## config.mk

```make
export PLATFORM = sky130hd
export DESIGN_NAME = fetch_queue
export DESIGN_NICKNAME = d
export VERILOG_FILES = /design/src/rtl/fetch_queue.sv
export SDC_FILE = /design/constraint.sdc
export NUM_CORES = 1
export LEC_CHECK = 0
export CAP_MARGIN = 15
export CORE_AREA = 4 4 113 223
export DETAILED_ROUTE_END_ITERATION = 7
export DIE_AREA = 0 0 117 227
export DONT_BUFFER_PORTS = 1
export HOLD_SLACK_MARGIN = 0.08
export PLACE_DENSITY = 0.68
export SKIP_CTS_REPAIR_TIMING = 1
export SKIP_LAST_GASP = 1
export SLEW_MARGIN = 20
export SYNTH_ARGS = -nofsm -noshare
export SYNTH_HDL_FRONTEND = slang
export SYNTH_SLANG_ARGS = --single-unit
```

## constraint.sdc

```tcl
create_clock -name clk -period 3.3 [get_ports clk]
set_input_delay 0.33 -clock clk [delete_from_list [all_inputs] [get_ports clk]]
set_output_delay 0.33 -clock clk [all_outputs]
set_load 0.02 [all_outputs]
```

## src/rtl/fetch_queue.sv

```systemverilog
// fetch_queue: decoupled fetch front end with a credit-checked FIFO, redirect flush and ECALL halt
module fetch_queue #(
  parameter int                AWIDTH   = 32,
  parameter int                DWIDTH   = 32,
  parameter logic [AWIDTH-1:0] BASEADDR = 32'h01000000,
  parameter int                DEPTH    = 4
) (
  input  logic                       clk,
  input  logic                       rst,
  output logic                       imem_req_o,
  output logic [AWIDTH-1:0]          imem_addr_o,
  input  logic [DWIDTH-1:0]          imem_data_i,
  input  logic                       redirect_i,
  input  logic [AWIDTH-1:0]          redirect_pc_i,
  output logic                       deq_valid_o,
  input  logic                       deq_ready_i,
  output logic [AWIDTH-1:0]          deq_pc_o,
  output logic [DWIDTH-1:0]          deq_insn_o,
  output logic [$clog2(DEPTH+1)-1:0] count_o,
  output logic                       halted_o
);
  localparam int CW = $clog2(DEPTH+1);
  localparam int PW = $clog2(DEPTH);
  localparam logic [DWIDTH-1:0] ECALL = DWIDTH'(32'h00000073);

  typedef enum logic {RUN, HALTED} state_t;

  state_t             state_q, state_d;
  logic [AWIDTH-1:0]  pc_q, pc_d, req_pc_q;
  logic               inflight_q;
  logic [PW-1:0]      rd_q, wr_q;
  logic [CW-1:0]      count_q, count_d;
  logic [AWIDTH-1:0]  pc_mem   [DEPTH];
  logic [DWIDTH-1:0]  insn_mem [DEPTH];
  logic               credit_ok, push, pop;

  // A request is only issued when a slot is reserved for its response
  assign credit_ok   = ({1'b0, count_q} + (CW+1)'(inflight_q)) < (CW+1)'(DEPTH);
  assign imem_req_o  = rst & (state_q == RUN) & ~redirect_i & credit_ok;
  assign imem_addr_o = pc_q;
  assign push        = inflight_q & ~redirect_i;
  assign deq_valid_o = count_q != '0;
  assign pop         = deq_valid_o & deq_ready_i & ~redirect_i;
  assign deq_pc_o    = deq_valid_o ? pc_mem[rd_q] : '0;
  assign deq_insn_o  = deq_valid_o ? insn_mem[rd_q] : '0;
  assign count_o     = count_q;
  assign halted_o    = state_q == HALTED;

  always_comb begin
    pc_d    = redirect_i ? (redirect_pc_i & ~AWIDTH'(3)) : imem_req_o ? pc_q + AWIDTH'(4) : pc_q;
    count_d = redirect_i ? '0 : count_q + CW'(push) - CW'(pop);
    state_d = redirect_i ? RUN : (pop && deq_insn_o == ECALL) ? HALTED : state_q;
  end

  always_ff @(posedge clk or negedge rst) begin
    if (!rst) begin
      pc_q       <= BASEADDR;
      req_pc_q   <= '0;
      inflight_q <= 1'b0;
      rd_q       <= '0;
      wr_q       <= '0;
      count_q    <= '0;
      state_q    <= RUN;
    end else begin
      pc_q       <= pc_d;
      count_q    <= count_d;
      state_q    <= state_d;
      inflight_q <= imem_req_o;
      if (imem_req_o) req_pc_q <= pc_q;
      rd_q       <= redirect_i ? '0 : pop ? rd_q + PW'(1) : rd_q;
      wr_q       <= redirect_i ? '0 : push ? wr_q + PW'(1) : wr_q;
    end
  end

  always_ff @(posedge clk) begin
    if (push) begin
      pc_mem[wr_q]   <= req_pc_q;
      insn_mem[wr_q] <= imem_data_i;
    end
  end
endmodule

```

---- Yosys cells after proc, flatten, opt, wreduce, memory -nomap -nowiden ----
Memory sizes are Yosys's and may differ from the RTL's.
Index checks and enable logic that the tools add are counted.
cells by class
  muxes and demuxes ....................... 13
  bitwise gates (word level) .............. 8
  equality and inequality tests ........... 1
  order comparisons ....................... 1
  $add $sub $neg .......................... 6
  reduce and logical (&&, ||, !) cells .... 6
operators with widths
  cell                   count
  $mux 32                4
  $add 32x3->32 const B  1
  $eq 32x7->1 const B    1
  $mux 2                 4
  $reduce_bool 2->1      4
  $and 1x1->1            6
  $add 2x1->2 const B    2
  $add 3x1->4            1
  $lt 4x3->1 const B     1
  $mux 1                 4
  $add 3x1->3            1
  $mux 3                 1
  $reduce_bool 3->1      1
  $sub 3x1->3            1
  $not 1->1              2
  $logic_and 1x1->1      1
storage, ports and cells
  bits in writable memories ............... 256
  logic and storage cells ................. 44
  input bits .............................. 68
  bits in registers ....................... 73
  memories kept ........................... 2
memory list
  name      words  width  read ports  clocked after memory_dff  write ports  line  text
  insn_mem  4      32     1           0                         1            34    logic [DWIDTH-1:0] insn_mem [DEPTH];
  pc_mem    4      32     1           0                         1            33    logic [AWIDTH-1:0] pc_mem [DEPTH];

---- Logic depth before layout (Yosys ltp) ----
Gate-level depths: netlist of the first run.
  depth after elaboration ................. 6
  depth in mapped cells ................... 11
  gate-level depth less buffers ........... 10

---- Worst setup path before layout of the first run ----
Ideal clock, no wire load.
  kind .................................... input -> register
  from .................................... input port redirect_i
  to ...................................... memory insn_mem[0][0], enable pin
  required time ........................... 2.873 ns
  cell stages on the path ................. 3
  slack ................................... 0.654 ns
  data arrival time ....................... 2.219 ns
  cell sequence ........................... clkbuf_1 > nor2b_1 > and2_1
between the ends
  longest elaborated chain between the ends .. 4
ends and longest elaborated chain
  item                          line  text
  from (decl)                   13    input logic redirect_i,
  $not 1->1                     41    assign push = inflight_q & ~redirect_i;
  $and 1x1->1                   41
  $mux 1                        76    if (push) begin
  $mux 1 (implied by the code)  78    insn_mem[wr_q] <= imem_data_i;
  to (decl)                     34
No other way between the ends.

---- Final worst setup path of the first run ----
  from .................................... register count_q[1], in the netlist count_o[1]
  to ...................................... output port imem_req_o
between the ends
  longest elaborated chain between the ends .. 3
ends and longest elaborated chain
  item                    line  text
  from (decl)             32    logic [CW-1:0] count_q, count_d;
  from (signal assigned)  66    count_q <= count_d;
  $add 3x1->4             38    assign credit_ok = ({1'b0, count_q} + (CW+1)'(inflight_q)) < (CW+1)'(DEPTH);
  $lt 4x3->1              38
  $and 1x1->1             39    assign imem_req_o = rst & (state_q == RUN) & ~redirect_i & credit_ok;
  to (decl)               10    output logic imem_req_o,
No other way between the ends.

==> results.toml, run 1 <==
[critical_path]
arrival_ps = 2740
crit_path_cell_trace = "ha_1 -> o211a_1 -> o22a_1 -> buf_4 -> nor3_2 -> buf_4"
worst-endpoint-required_ps = 2970
timing.critical_path.slowest_stage_cell = "sky130_fd_sc_hd__dfrtp_1"
worstPathMaxFanout = 27
critical_path.endpoint_type = "primary output"
cell_type_with_the_highest_occurrence_count_on_the_critical_path = "sky130_fd_sc_hd__buf_4"
kind_of_start_point_of_the_critical_path = "flip-flop"
crit_path_max_incr_delay_ps = 530
worst-setup-path-type = "flip-flop to primary output"

[floorplan]
floorplan.core_area_sq_mm = 0.0233
die_h_um = 227
design.die.area_sq_mm = 0.0266
ios = 170
placement_rows = 79
start_util_pct = 54.8
die_w_um = 117

[power]
ir_drop_v = 0.000429
total_leakage_power_nw = 4.94
power_density_mw_per_mm2 = 750

[status]
run_status = "finished clean"

[clock_tree]
cts_tree = "done"
cts_made_buffers = 28
ctsLongestPathBuffers = 3
worstSkewPairLatency_ps = 540
cts_sinks = 317
cts-htree-levels = 1
clock_tree.root_cell = "sky130_fd_sc_hd__clkbuf_16"
clk_transition_reported_paths_ps = 60

[drt]
final_antenna_net_count = 0
routed_wl_mm = 26.2
first_pass_iters = 5
detailedRoute.firstIterationViolations = 405
wl_per_cell_um = 23.9
avgViaCountPerCell = 6.03
route.detailed.drc = 0
num_vias = 6618

[timing]
final_worst_setup_slack_ps = 229
timing.final.hold_violations = 0
final.setup.tns_ps = 0
fin_crit_sh_pct = 93.0
worst_hold_slack_ps = 92.4
max_clock_freq_mhz = 326
period_needed_ps = 3070
slew_viol_final = 0
grt_setup_unrepaired = "no"
finalClockSkew_ps = 8.69
tightest_slew_ps = 992
setup_violations = 0
timing.max_slew.rel_slack_pct = 33.9

[job]
max_cap_violations = 0

[synthesis]
post_synthesis_share_of_cell_area_spent_on_and_or_nand_and_nor_gates_pct = 8.33
yosysSeqAreaShare_pct = 71.7
synthesis.area_sq_mm = 0.0128
yosys-top-cells-area = "sky130_fd_sc_hd__edfxtp_1 (58%), sky130_fd_sc_hd__dfrtp_1 (13%), sky130_fd_sc_hd__mux4_2 (11%)"
post-synth-top-area-cell = "sky130_fd_sc_hd__edfxtp_1"
dominant_combinational_cell_family_by_area_after_synthesis = "multiplexers"
synthesized_area_fraction_occupied_by_ao_oa_aoi_and_oai_cells_pct = 2.14
ys_ff_latch = 317
async_flop_share_pct = 21.8
synth_area_per_cell_sq_um = 17.7
post_synth_mux_area_share_pct = 13.7
ys_types = 46
synth_cells = 721
synth_flop_cell = "sky130_fd_sc_hd__edfxtp_1"
synth_largest_type_area_fraction_pct = 58.2
synth_adder_area_share_pct = 0.939
post_synth_edffs = 248
synthMostInstantiatedCell = "sky130_fd_sc_hd__edfxtp_1"
yosys.area_share.xor_xnor_pct = 1.37
yosys_warnings = 0
synth_top_cells_by_count = "sky130_fd_sc_hd__edfxtp_1 (248), sky130_fd_sc_hd__dfrtp_1 (68), sky130_fd_sc_hd__and2_1 (67)"

[finish]
multi_input_comb_area_sq_mm = 0.00342
drive_gt1_share_pct = 19.7
num-nets-final = 869
final_core_util_pct = 63.4
final-instance-count-excl-fill = 1097
layout-area-overhead-vs-synth_pct = 15.6
n_antenna_cell = 0
regArea_sq_mm = 0.00918
nFillCells = 1675

[place]
portBuffers = 0
dp_cells = 978
gp_congestion = 0.787
detailedPlacementHpwl_mm = 16.6
dp_slack_ps = 455

[global_route]
grt_start_max_net_pins = 72
via_count_of_the_first_global_routing_pass = 6980
grt_pass1_wl_mm = 39.6
grt_remaining_overflow = 0
antenna_found_initial = 0
grt_util_all_layers_pct = 19.7

[worst_hold_path]
worst_hold_path_type = "input port to flip-flop"
## flip-flops by register name, summed over array words and instances (netlist names)
name,cells
req_pc_q,30
wr_q,2
insn_mem,128
imem_addr_o,30
rd_q,2
halted_o,1
count_o,3
pc_mem,120
inflight_q,1
## cells in the final DEF (no fill, tap or decap), drive strengths merged, types with 9 or more instances in the layout
master,synthesis,routed
edfxtp,248,248
dfrtp,68,68
and2,67,67
dlygate4sd3,0,65
mux4,62,62
clkbuf,19,37
nand2,31,31
mux2,30,30
o21ai,24,24
nor2,23,23
xnor2,18,18
nor4,12,12
a31oi,12,12
buf,20,12
inv,9,9
## final timing paths
kind / endpoint / depth (start not counted) / slack [ps] / from
setup / recovery: imem_req_o / 6 / 230 / count_o[1]
hold / removal: count_o[2] / 2 / 90 / redirect_i
setup reg to reg: imem_addr_o[27] / 6 / 420 / count_o[1]
hold reg to reg: pc_mem[1][7] / 0 / 520 / req_pc_q[7]
max in group asynchronous: imem_addr_o[24] / 2 / 2620 / rst
min in group asynchronous: req_pc_q[4] / 2 / 340 / rst
## kinds of logic after synthesis
| group | after synthesis |
|---|---|
| AO/OA/AOI/OAI | 46 |
| XOR/XNOR | 20 |
| adder cells (fa/ha/maj) | 9 |
| buffers and inverters | 49 |
| flip-flops | 317 |
| multiplexers | 94 |
| other | 1 |
| AND/OR/NAND/NOR | 185 |
## layout make-up
class / instances / share of cell area (%)
multi-input combinational: 358 / 23.1
clock inverter: 15 / 1.67
timing repair buffer: 77 / 5.25
inverter: 10 / 0.254
tap: 283 / 2.39
clock buffer: 37 / 5.24
sequential: 317 / 62.1
## power by group
group          total, mW  internal, mW  switching (mW)
clock               3.57          2.20            1.37
combinational       2.25         0.929            1.32
sequential          5.27          4.80           0.472
total               11.1          7.93            3.16
## metrics by stage
stage / total power [mW] / instance area [sq um]
after CTS: 11.1 / 14100
after global placement: 7.45 / 13100
after detailed placement: 7.55 / 13100
after global routing: 11.6 / 14800
final: 11.1 / 14800
after floorplan: 7.02 / 12800
## worst max-delay path: cells and delay by family (launching register included)
kind,cells,cell delay [ps]
buffers and inverters,2,650
AO/OA/AOI/OAI,2,550
flip-flops,1,530
adder cells (fa/ha/maj),1,310
AND/OR/NAND/NOR,1,150
## metal layers
| metal | wire [um] | vias up | global-route usage (%) |
|---|---|---|---|
| li1 | - | 2946 | - |
| met1 | 9360 | 3415 | 21.4 |
| met2 | 14800 | 211 | 37.2 |
| met3 | 1420 | 46 | 4.42 |
| met4 | 670 | 0 | 6.22 |
| met5 | 0 | - | 0 |
(Power assumes the default switching activity.)
==> run 2, diff against run 1 <==
- CELL_PAD_IN_SITES_DETAIL_PLACEMENT: default -> 1
- CELL_PAD_IN_SITES_GLOBAL_PLACEMENT: default -> 1
- CORE_AREA: 4 4 113 223 -> 4 4 223 116
- DIE_AREA: 0 0 117 227 -> 0 0 227 120
- PLACE_DENSITY: 0.68 -> 0.77
- REMOVE_ABC_BUFFERS: default -> 1
==> results.toml, run 2 (synthesis gave the netlist of run 1 again) <==
[power]
ir_drop_v = 0.000463
power_density_mw_per_mm2 = 730
post-layout-total-power_mw = 10.8
power.sequential.fraction_pct = 48.6
cell_internal_pwr_mw = 7.60
comb_power_share_pct = 21.4
p_switching_mw = 3.23
switching_share_pct = 29.9
p_clk_share_pct = 30.0
total_leakage_power_nw = 4.94

[drt]
detailedRoute.firstIterationViolations = 403
first_pass_iters = 5
final_antenna_net_count = 0
route.detailed.drc = 0
routed_wl_mm = 29.8
num_vias = 6789
wl_per_cell_um = 26.3
avgViaCountPerCell = 5.98

[place]
dp_cells = 1017
detailedPlacementHpwl_mm = 17.3
gp_congestion = 0.734
dp_slack_ps = 430
portBuffers = 0

[finish]
drive_gt1_share_pct = 20.0
final_core_util_pct = 62.4
layout-area-overhead-vs-synth_pct = 15.9
num-nets-final = 877
final_cell_mix = "sky130_fd_sc_hd__edfxtp_1 (248), sky130_fd_sc_hd__dfrtp_1 (66), sky130_fd_sc_hd__dlygate4sd3_1 (66)"
largest_registers = "insn_mem x128, pc_mem x120"
nFillCells = 2039
largest_register_ffs = 128
regArea_sq_mm = 0.00918
n_antenna_cell = 0
final-instance-count-excl-fill = 1136
layout.cells.most_common = "sky130_fd_sc_hd__edfxtp_1"
most_flops_register = "insn_mem"
multi_input_comb_area_sq_mm = 0.00342

[global_route]
grt_start_max_net_pins = 72
grt_util_all_layers_pct = 21.2
grt_pass1_wl_mm = 43.7
grt_remaining_overflow = 0
via_count_of_the_first_global_routing_pass = 7183
antenna_found_initial = 1

[floorplan]
floorplan.core_area_sq_mm = 0.0238
start_util_pct = 53.8
die_w_um = 227
design.die.area_sq_mm = 0.0272
ios = 170
die_h_um = 120
placement_rows = 40

[clock_tree]
worstSkewPairLatency_ps = 550
cts_sinks = 317
clk_transition_reported_paths_ps = 70
cts_made_buffers = 28
ctsLongestPathBuffers = 3
clock_tree.root_cell = "sky130_fd_sc_hd__clkbuf_16"
cts_tree = "done"
cts-htree-levels = 1

[critical_path]
arrival_ps = 2700
critical_path.endpoint_type = "primary output"
worst-setup-path-type = "flip-flop to primary output"
worstPathMaxFanout = 23
kind_of_start_point_of_the_critical_path = "flip-flop"
worst-endpoint-required_ps = 2970

[timing]
tightest_slew_ps = 696
setup_violations = 0
slew_viol_final = 0
grt_setup_unrepaired = "no"
fin_crit_sh_pct = 91.9
max_clock_freq_mhz = 330
period_needed_ps = 3030
timing.final.hold_violations = 0
timing.max_slew.rel_slack_pct = 53.3
final_worst_setup_slack_ps = 266
worst_hold_slack_ps = 98.5
finalClockSkew_ps = 17.8

[job]
max_cap_violations = 0

[worst_hold_path]
worst_hold_path_type = "input port to flip-flop"

[status]
run_status = "finished clean"
==> run 2: changes by cell type in the layout (fill, tap and decap cells not counted) <==
cell / previous run / this run
sky130_fd_sc_hd__buf_4: 9 / 13
sky130_fd_sc_hd__bufinv_16: 7 / 1
sky130_fd_sc_hd__clkbuf_1: 6 / 12
sky130_fd_sc_hd__buf_12: 1 / 5
sky130_fd_sc_hd__dlygate4sd3_1: 65 / 66
sky130_fd_sc_hd__clkinv_2: 3 / 2
sky130_fd_sc_hd__clkinvlp_4: 1 / 0
sky130_fd_sc_hd__clkinv_1: 5 / 1
sky130_fd_sc_hd__buf_6: 1 / 0
sky130_fd_sc_hd__clkbuf_8: 2 / 7
==> run 2: critical path: stages (launching register included) <==
cell and delay, ps:
sky130_fd_sc_hd__dfrtp_1 530, sky130_fd_sc_hd__ha_1 290, sky130_fd_sc_hd__o211a_1 230, sky130_fd_sc_hd__o22a_1 300, sky130_fd_sc_hd__buf_4 250, sky130_fd_sc_hd__nor3_2 150
sky130_fd_sc_hd__buf_4 400
==> run 2: power by group through the flow <==
stage	logic [mW]	clock network (mW)	registers, mW
after floorplan	1.68	0	5.31
after global placement	2.17	0	5.30
after detailed placement	2.23	0	5.36
after CTS	2.23	3.31	5.27
after global routing	2.48	3.52	5.33
final	2.32	3.25	5.26
==> run 2: cell type report <==
| cell class | instances | share of cell area, % |
|---|---|---|
| flip-flops and latches | 317 | 61.9 |
| multi-input cells | 358 | 23.1 |
| repair buffers | 85 | 5.98 |
| clock buffers | 48 | 5.85 |
| well taps | 315 | 2.66 |
| clock inverters | 3 | 0.270 |
| inverters | 10 | 0.253 |
==> run 2: final timing paths <==
check,start,to,slack [ps],cells after the start
setup reg to reg,count_o[1],imem_addr_o[30],440,6
min in group asynchronous,rst,imem_addr_o[5],370,2
hold reg to reg,req_pc_q[27],pc_mem[3][27],520,0
max in group asynchronous,rst,imem_addr_o[24],2590,2
setup / recovery,count_o[1],imem_req_o,270,6
hold / removal,redirect_i,imem_addr_o[18],100,2
==> run 2: per-stage QoR <==
step                area [sq um]  setup TNS (ps)
floorplan                  12600          -64550
global placement           13200               0
detailed placement         13200               0
CTS                        14100               0
global route               14800               0
finish                     14800               0
==> run 2: per-layer routing <==
metal | global-route usage, % | part of all wire [%] | up-vias | routed length (um)
li1 | - | - | 2965 | -
met1 | 28.8 | 43 | 3612 | 12900
met2 | 36.1 | 51 | 179 | 15200
met3 | 4.89 | 4.5 | 33 | 1350
met4 | 3.66 | 1.3 | 0 | 383
met5 | 0 | 0 | - | 0
==> run 3, diff against run 2 <==
- CORE_AREA: 4 4 223 116 -> 4 4 152 169
- DIE_AREA: 0 0 227 120 -> 0 0 156 173
==> results.toml, run 3 (synthesis gave the netlist of run 1 again) <==
[drt]
avgViaCountPerCell = 5.98
routed_wl_mm = 28.4
final_antenna_net_count = 0
first_pass_iters = 4
num_vias = 6761
detailedRoute.firstIterationViolations = 405
route.detailed.drc = 0
wl_per_cell_um = 25.1

[clock_tree]
clk_transition_reported_paths_ps = 60
clock_tree.root_cell = "sky130_fd_sc_hd__clkbuf_16"
cts_made_buffers = 31
cts-htree-levels = 1
worstSkewPairLatency_ps = 540
ctsLongestPathBuffers = 3
cts_tree = "done"
cts_sinks = 317

[finish]
most_flops_register = "insn_mem"
largest_register_ffs = 128
final_instance_area_sq_mm = 0.0149
nFillCells = 2055
final_cell_mix = "sky130_fd_sc_hd__edfxtp_1 (248), sky130_fd_sc_hd__dfrtp_1 (66), sky130_fd_sc_hd__dlygate4sd3_1 (64)"
drive_gt1_share_pct = 20.1
final_core_util_pct = 61.6
layout.cells.most_common = "sky130_fd_sc_hd__edfxtp_1"
num-nets-final = 874
largest_registers = "insn_mem x128, pc_mem x120"
n_antenna_cell = 0
layout-area-overhead-vs-synth_pct = 16.1

[timing]
timing.final.hold_violations = 0
fin_crit_sh_pct = 90.3
finalClockSkew_ps = 14.8
final_worst_setup_slack_ps = 321
tightest_slew_ps = 1020
worst_hold_slack_ps = 79.2
timing.max_slew.rel_slack_pct = 31.9
period_needed_ps = 2980
grt_setup_unrepaired = "no"
max_clock_freq_mhz = 336
setup_violations = 0
slew_viol_final = 0

[floorplan]
die_h_um = 173
placement_rows = 60
ios = 170
die_w_um = 156
floorplan.core_area_sq_mm = 0.0241
design.die.area_sq_mm = 0.0270
start_util_pct = 53.1

[status]
run_status = "finished clean"

[critical_path]
worst-endpoint-required_ps = 2970
crit_path_cell_trace = "buf_4 -> buf_4 -> mux4_2 -> and2_1"
worst-setup-path-type = "flip-flop to primary output"
kind_of_start_point_of_the_critical_path = "flip-flop"
timing.critical_path.slowest_stage_cell = "sky130_fd_sc_hd__dfrtp_4"
worstPathMaxFanout = 29
critPathBufInv = 2
timing.critical_path.max_delay_family = "buffers and inverters"
crit_path_max_incr_delay_ps = 630
arrival_ps = 2650
critical_path.endpoint_type = "primary output"
cell_type_with_the_highest_occurrence_count_on_the_critical_path = "sky130_fd_sc_hd__buf_4"

[power]
total_leakage_power_nw = 4.95
post-layout-total-power_mw = 11.1
ir_drop_v = 0.000474
power_density_mw_per_mm2 = 745

[global_route]
grt_remaining_overflow = 0
grt_pass1_wl_mm = 42.8
grt_start_max_net_pins = 72
via_count_of_the_first_global_routing_pass = 7235
antenna_found_initial = 0
grt_util_all_layers_pct = 20.5

[place]
detailedPlacementHpwl_mm = 16.8
gp_congestion = 0.755
dp_slack_ps = 472
detailed_place.area_sq_mm = 0.0131
portBuffers = 0

[job]
max_cap_violations = 0

[worst_hold_path]
worst_hold_path_type = "input port to flip-flop"
[run 3: cell types whose count changed in the layout (fill, tap and decap cells not counted), sizes merged]
| cell | before | now |
|---|---|---|
| clkinv | 3 | 6 |
| clkinvlp | 0 | 1 |
| inv | 9 | 10 |
| bufinv | 1 | 4 |
| buf | 19 | 15 |
| dlygate4sd3 | 66 | 64 |
| clkbuf | 48 | 46 |
[run 3: final cells by class]
cell class	count	area, sq um	area share, %
clock inverter	11	163	1.10
inverter	10	37.5	0.253
tap	310	388	2.61
sequential	317	9180	61.8
clock buffer	46	862	5.80
multi-input combinational	358	3420	23.0
timing repair buffer	79	798	5.37
[run 3: metrics by stage]
| step | setup TNS (ps) | cells |
|---|---|---|
| 4_1_cts | 0 | 1065 |
| 6_report | 0 | 1131 |
| 5_1_grt | 0 | 1131 |
| 2_1_floorplan | -64550 | 685 |
| 3_3_place_gp | 0 | 1008 |
| 3_5_place_dp | 0 | 1008 |
[run 3: worst paths after layout]
kind / startpoint / depth (start not counted) / to / slack, ps
max in group asynchronous: rst / 2 / imem_addr_o[24] / 2610
worst min register to register: req_pc_q[23] / 0 / pc_mem[0][23] / 510
min in group asynchronous: rst / 2 / req_pc_q[10] / 340
worst max-delay path: rd_q[1] / 4 / deq_insn_o[0] / 320
worst min-delay path: deq_ready_i / 3 / rd_q[0] / 80
worst max register to register: count_o[1] / 6 / imem_addr_o[31] / 480
[run 3: routing by layer]
metal	routed length, um	up-vias	track usage (%)
met1	11100	3559	25.6
met2	14900	199	36.1
met3	1820	46	5.33
met5	0	-	0
met4	492	0	4.16
li1	-	2957	-
[run 3: worst min-delay path, cell delays in order]
cell and delay, ps:
sky130_fd_sc_hd__nand2_1 70, sky130_fd_sc_hd__xor2_1 70, sky130_fd_sc_hd__nor2_1 100
[run 3: where the power goes]
part	internal (mW)	leakage, nW	switching [mW]
sequential	4.80	3.06	0.449
clock	2.12	0.498	1.41
combinational	0.932	1.39	1.35
total	7.85	4.95	3.21
